`src/rtl/fsbm_pkg.sv`:
```
// Shared defaults and state encoding for the full-search block-matching controller.
package fsbm_pkg;

    localparam int SR_DEF    = 8;
    localparam int SAD_W_DEF = 12;
    localparam int MV_W_DEF  = 5;

    typedef enum logic [1:0] {
        IDLE  = 2'd0,
        RUN   = 2'd1,
        DRAIN = 2'd2,
        DONE  = 2'd3
    } state_e;

endpackage

```
`src/rtl/fsbm_scan_cnt.sv`:
```
// Raster-order displacement counter: dx sweeps -SR..SR-1, then dy steps.
module fsbm_scan_cnt
    import fsbm_pkg::*;
#(
    parameter int SR   = SR_DEF,
    parameter int MV_W = MV_W_DEF
) (
    input  logic                   clk,
    input  logic                   rst_n,
    input  logic                   load,
    input  logic                   advance,
    output logic signed [MV_W-1:0] dx,
    output logic signed [MV_W-1:0] dy,
    output logic                   last
);

    localparam logic signed [MV_W-1:0] MIN_V = MV_W'(-SR);
    localparam logic signed [MV_W-1:0] MAX_V = MV_W'(SR - 1);
    localparam logic signed [MV_W-1:0] ONE_V = MV_W'(1);

    logic signed [MV_W-1:0] dx_q, dx_d;
    logic signed [MV_W-1:0] dy_q, dy_d;

    always_comb begin
        dx_d = dx_q;
        dy_d = dy_q;
        if (load) begin
            dx_d = MIN_V;
            dy_d = MIN_V;
        end else if (advance) begin
            if (dx_q == MAX_V) begin
                dx_d = MIN_V;
                dy_d = dy_q + ONE_V;
            end else begin
                dx_d = dx_q + ONE_V;
            end
        end
    end

    always_ff @(posedge clk) begin
        if (!rst_n) begin
            dx_q <= '0;
            dy_q <= '0;
        end else begin
            dx_q <= dx_d;
            dy_q <= dy_d;
        end
    end

    assign dx   = dx_q;
    assign dy   = dy_q;
    assign last = (dx_q == MAX_V) && (dy_q == MAX_V);

endmodule

```
`src/rtl/fsbm_search_ctrl.sv`:
```
// Full-search motion estimation controller: issues every candidate to the PE
// and keeps the earliest minimum-SAD displacement.
module fsbm_search_ctrl
    import fsbm_pkg::*;
#(
    parameter int SR    = SR_DEF,
    parameter int SAD_W = SAD_W_DEF,
    parameter int MV_W  = MV_W_DEF
) (
    input  logic                   clk,
    input  logic                   rst_n,
    input  logic                   start,
    input  logic                   fetch_ready,
    input  logic [SAD_W-1:0]       pe_sum,
    output logic                   pe_enable,
    output logic signed [MV_W-1:0] cand_dx,
    output logic signed [MV_W-1:0] cand_dy,
    output logic                   busy,
    output logic                   done,
    output logic [SAD_W-1:0]       best_sad,
    output logic signed [MV_W-1:0] best_dx,
    output logic signed [MV_W-1:0] best_dy
);

    state_e state_q, state_d;
    logic   start_acc;
    logic   last_cand;

    logic                   tag_v_q;
    logic signed [MV_W-1:0] tag_dx_q, tag_dy_q;

    logic [SAD_W-1:0]       best_sad_q, best_sad_d;
    logic signed [MV_W-1:0] best_dx_q, best_dx_d;
    logic signed [MV_W-1:0] best_dy_q, best_dy_d;

    assign start_acc = (state_q == IDLE) && start;
    assign pe_enable = (state_q == RUN) && fetch_ready;

    fsbm_scan_cnt #(
        .SR   (SR),
        .MV_W (MV_W)
    ) u_scan (
        .clk     (clk),
        .rst_n   (rst_n),
        .load    (start_acc),
        .advance (pe_enable),
        .dx      (cand_dx),
        .dy      (cand_dy),
        .last    (last_cand)
    );

    always_comb begin
        state_d = state_q;
        case (state_q)
            IDLE:    if (start) state_d = RUN;
            RUN:     if (pe_enable && last_cand) state_d = DRAIN;
            DRAIN:   state_d = DONE;
            DONE:    state_d = IDLE;
            default: state_d = IDLE;
        endcase
    end

    // Strict less-than keeps the earlier raster candidate on ties.
    always_comb begin
        best_sad_d = best_sad_q;
        best_dx_d  = best_dx_q;
        best_dy_d  = best_dy_q;
        if (start_acc) begin
            best_sad_d = '1;
        end else if (tag_v_q && (pe_sum < best_sad_q)) begin
            best_sad_d = pe_sum;
            best_dx_d  = tag_dx_q;
            best_dy_d  = tag_dy_q;
        end
    end

    always_ff @(posedge clk) begin
        if (!rst_n) begin
            state_q    <= IDLE;
            tag_v_q    <= 1'b0;
            tag_dx_q   <= '0;
            tag_dy_q   <= '0;
            best_sad_q <= '0;
            best_dx_q  <= '0;
            best_dy_q  <= '0;
        end else begin
            state_q    <= state_d;
            tag_v_q    <= pe_enable;
            tag_dx_q   <= cand_dx;
            tag_dy_q   <= cand_dy;
            best_sad_q <= best_sad_d;
            best_dx_q  <= best_dx_d;
            best_dy_q  <= best_dy_d;
        end
    end

    assign busy     = (state_q == RUN) || (state_q == DRAIN);
    assign done     = (state_q == DONE);
    assign best_sad = best_sad_q;
    assign best_dx  = best_dx_q;
    assign best_dy  = best_dy_q;

endmodule

```
`config.mk`:
```
export PLATFORM = sky130hd
export DESIGN_NAME = fsbm_search_ctrl
export DESIGN_NICKNAME = d
export VERILOG_FILES = /design/src/rtl/fsbm_pkg.sv /design/src/rtl/fsbm_scan_cnt.sv /design/src/rtl/fsbm_search_ctrl.sv
export SDC_FILE = /design/constraint.sdc
export NUM_CORES = 1
export LEC_CHECK = 0
export ABC_AREA = 1
export BUFFER_PORTS_ARGS = -buffer_cell sky130_fd_sc_hd__buf_4
export CORE_MARGIN = 3
export CORE_UTILIZATION = 38
export CTS_CLUSTER_DIAMETER = 100
export DETAILED_ROUTE_END_ITERATION = 10
export GPL_ROUTABILITY_DRIVEN = 0
export GPL_TIMING_DRIVEN = 0
export PLACE_DENSITY_LB_ADDON = 0.3
export REMOVE_ABC_BUFFERS = 1
export SYNTH_ARGS = -nofsm -noshare
export SYNTH_HDL_FRONTEND = slang
export SYNTH_SLANG_ARGS = --single-unit
```
`constraint.sdc`:
```
create_clock -name clk -period 2 [get_ports clk]
set_input_delay 0.2 -clock clk [delete_from_list [all_inputs] [get_ports clk]]
set_output_delay 0.2 -clock clk [all_outputs]
set_load 0.02 [all_outputs]
```
==> metrics.cfg <==
[pwr]
clock_power_share=0.190
switching_share=0.3883
power.leakage_uw=0.001531
internal-power_uw=1810
peakVddDrop_mv=0.5509
comb_power_share=0.416
p_sw_uw=1149
seq_power_share=0.394
power_uw=2959
p_per_area_nw_per_um2=1016

[floorplanning]
die_h_microns=84.68
die_area_sq_um=7170
die_x_microns=84.68
fp-row-count=28
io_pins=51
initial_core_util=0.3950
coreArea_sq_um=5956

[grt]
overflow=0
antenna_found_initial=0
grt_first_pass_wirelength_microns=8273
grt_max_degree=39
grt_usage=0.1397
grt_pass1_vias=1870

[clocking]
cts_tree=built
clock_tree.buffer_depth=2
cts_hold_buffers=0
cts_root_buffer=clkbuf_8
cts_made_buffers=5
clock_latency_ns=0.29
cts_sinks=45
ctsHtreeMaxLevel=2
clkTransAtPathRegs_ns=0.08

[worst_setup_path]
startpoint_type=register
crit_start=best_sad[11]$_SDFFE_PN0P_
rr_startpoint=best_sad[11]$_SDFFE_PN0P_
rr_endpoint=best_dy[1]$_SDFFE_PN0P_
setup.worst_path.end=best_dy[1]$_SDFFE_PN0P_
worst_ep_arrival_time_ns=2.00
crit_fanout=14
endpoint_kind=register
crit_type=reg -> reg
ff2ff_path_depth=11
cp.required_ns=2.19
r2r_slack_ns=0.19

[route]
dr.pass1.iters=4
drtIter0Drc=76
drtAntennaViolNets=0
drc=0
route.final.wire_length_microns=4897
vias=2098
vias_per_cell=4.541
wl_per_cell_microns=10.60

[synthesis]
synth.cell_area_sq_um=2352
yosys_warnings=0
avgSynthCellArea_sq_um=6.980
ys_ff_latch=45
ys_seq_area_frac=0.3830
syn_inst=337
ys_types=30

[timing]
hold_viol=0
fin_skew_ns=0.007499
max_freq_ghz=0.5524
fin_crit_sh=0.9052
period_needed_ns=1.810
worst_pin_slew_ns=0.3917
setup_tns_ns=0
drv_slew=0
setup_viol=0
slew_headroom=0.7389

[layout]
finalNetCount=421
instances_no_fill=462
n_antenna_cell=0
syn_to_final_growth_pct=23.88
layout_common_cells=nand2_1 (78), inv_1 (74), buf_4 (51), dfxtp_1 (45), nor2_1 (43)
final_common_cell=nand2_1
drive_above_1_share=0.1886

[placement]
placement.io_buffers=50
dp_hpwl_microns=3374
dpl.cell_count=451

[job]
maxCapViolations=0

[worst_hold_path]
min_path_type=in -> reg

[outcome]
status=finished clean

power by group through the flow:
stage	registers, uW	logic [uW]	clock network [uW]
global route	1190	1390	633
global placement	1190	1170	0
finish	1170	1230	561
CTS	1160	1210	593
detailed placement	1190	1200	0
floorplan	1310	676	0
final cells by class:
type	instances	area (sq um)
clock buffer	7	86.33
timing repair buffer	52	402.9
fill	647	3042
multi-input combinational	207	1145
inverter	76	285.3
sequential	45	900.9
tap	75	93.84
state kept, by name, summed over array words and instances, names as in the netlist:
register / count
tag_v_q: 1
u_scan.dx: 5
best_dx: 5
tag_dy_q: 5
tag_dx_q: 5
best_sad: 12
u_scan.dy: 5
best_dy: 5
state_q: 2
layer usage:
layer | part of all wire | track usage | vias to the layer above
met5 | 0 | 0 | -
met4 | 0.0061 | 0.03453 | 0
met3 | 0.061 | 0.04907 | 4
met2 | 0.44 | 0.2221 | 53
met1 | 0.50 | 0.1816 | 921
li1 | - | - | 1120
synthesized netlist by cell type:
library cell	count	area, sq um
nand2_1	78	292.8
inv_1	74	277.8
dfxtp_1	45	900.9
nor2_1	43	161.4
nand3_1	19	95.09
ha_1	18	225.2
nand4_1	11	68.82
a21oi_1	8	40.04
buf_2	4	20.02
nor2_2	4	25.02
nor3_1	4	20.02
buf_6	3	33.78
nand2_2	3	18.77
a211oi_1	2	15.01
clkbuf_1	2	7.510
o211ai_1	2	15.01
o21ai_0	2	10.01
or2_2	2	12.51
xor2_1	2	17.52
a21o_1	1	7.510
a41oi_1	1	8.760
buf_1	1	3.750
buf_4	1	7.510
clkinv_1	1	3.750
inv_2	1	3.750
nand3_4	1	17.52
nand3b_1	1	7.510
nor2_4	1	11.26
nor3_4	1	16.27
nor3b_1	1	7.510
cells by family (layout without fill, tap and decap cells):
group,Yosys count,in the layout,share of synthesized area
AND/OR/NAND/NOR,169,171,0.3207
flip-flops,45,45,0.3830
AO/OA/AOI/OAI,16,16,0.04096
adder cells (fa/ha/maj),18,18,0.09575
buffers and inverters,87,135,0.1521
XOR/XNOR,2,2,0.007448
how the worst min path moves through the flow:
stage	from	end	slack, ns	cells after the start
2_1_floorplan	rst_n	tag_dx_q[0]$_SDFF_PN0_	0.30	2
3_3_place_gp	pe_sum[0]	best_sad[0]$_SDFFE_PN0P_	0.44	3
3_5_place_dp	pe_sum[0]	best_sad[0]$_SDFFE_PN0P_	0.44	3
4_1_cts	pe_sum[0]	best_sad[0]$_SDFFE_PN0P_	0.12	3
5_1_grt	pe_sum[8]	best_sad[8]$_SDFFE_PN0P_	0.13	3
6_report	pe_sum[0]	best_sad[0]$_SDFFE_PN0P_	0.13	3
metrics by stage:
step / instance area (sq um) / hold WS, ns / utilization / worst slack (ns)
after floorplan: 2280 / 0.2976 / - / 0.1994
after global placement: 2749 / 0.4351 / 0.4616 / 0.08920
after detailed placement: 2749 / 0.4400 / 0.4616 / 0.06398
after CTS: 2835 / 0.1245 / 0.4761 / 0.05277
after global routing: 2914 / 0.1271 / 0.4893 / -0.02002
final: 2914 / 0.1344 / 0.4893 / 0.1896
worst max-delay path, stage by stage (launching register included):
cell and delay, ns:
dfxtp_1 0.34, inv_1 0.06, ha_1 0.29, nand2_1 0.07
nor2_2 0.13, nand2_1 0.10, nor2_1 0.18, nand2_4 0.19
nand3_4 0.19, nand2_1 0.07, inv_1 0.06, nor2_2 0.04
what timing repair did:
| action | in CTS | in global routing |
|---|---|---|
| setup endpoints to repair | 0 | 27 |
| buffers inserted | 0 | 2 |
| gates resized for setup | 0 | 5 |
No activity file was read; power rests on OpenSTA's default activity.
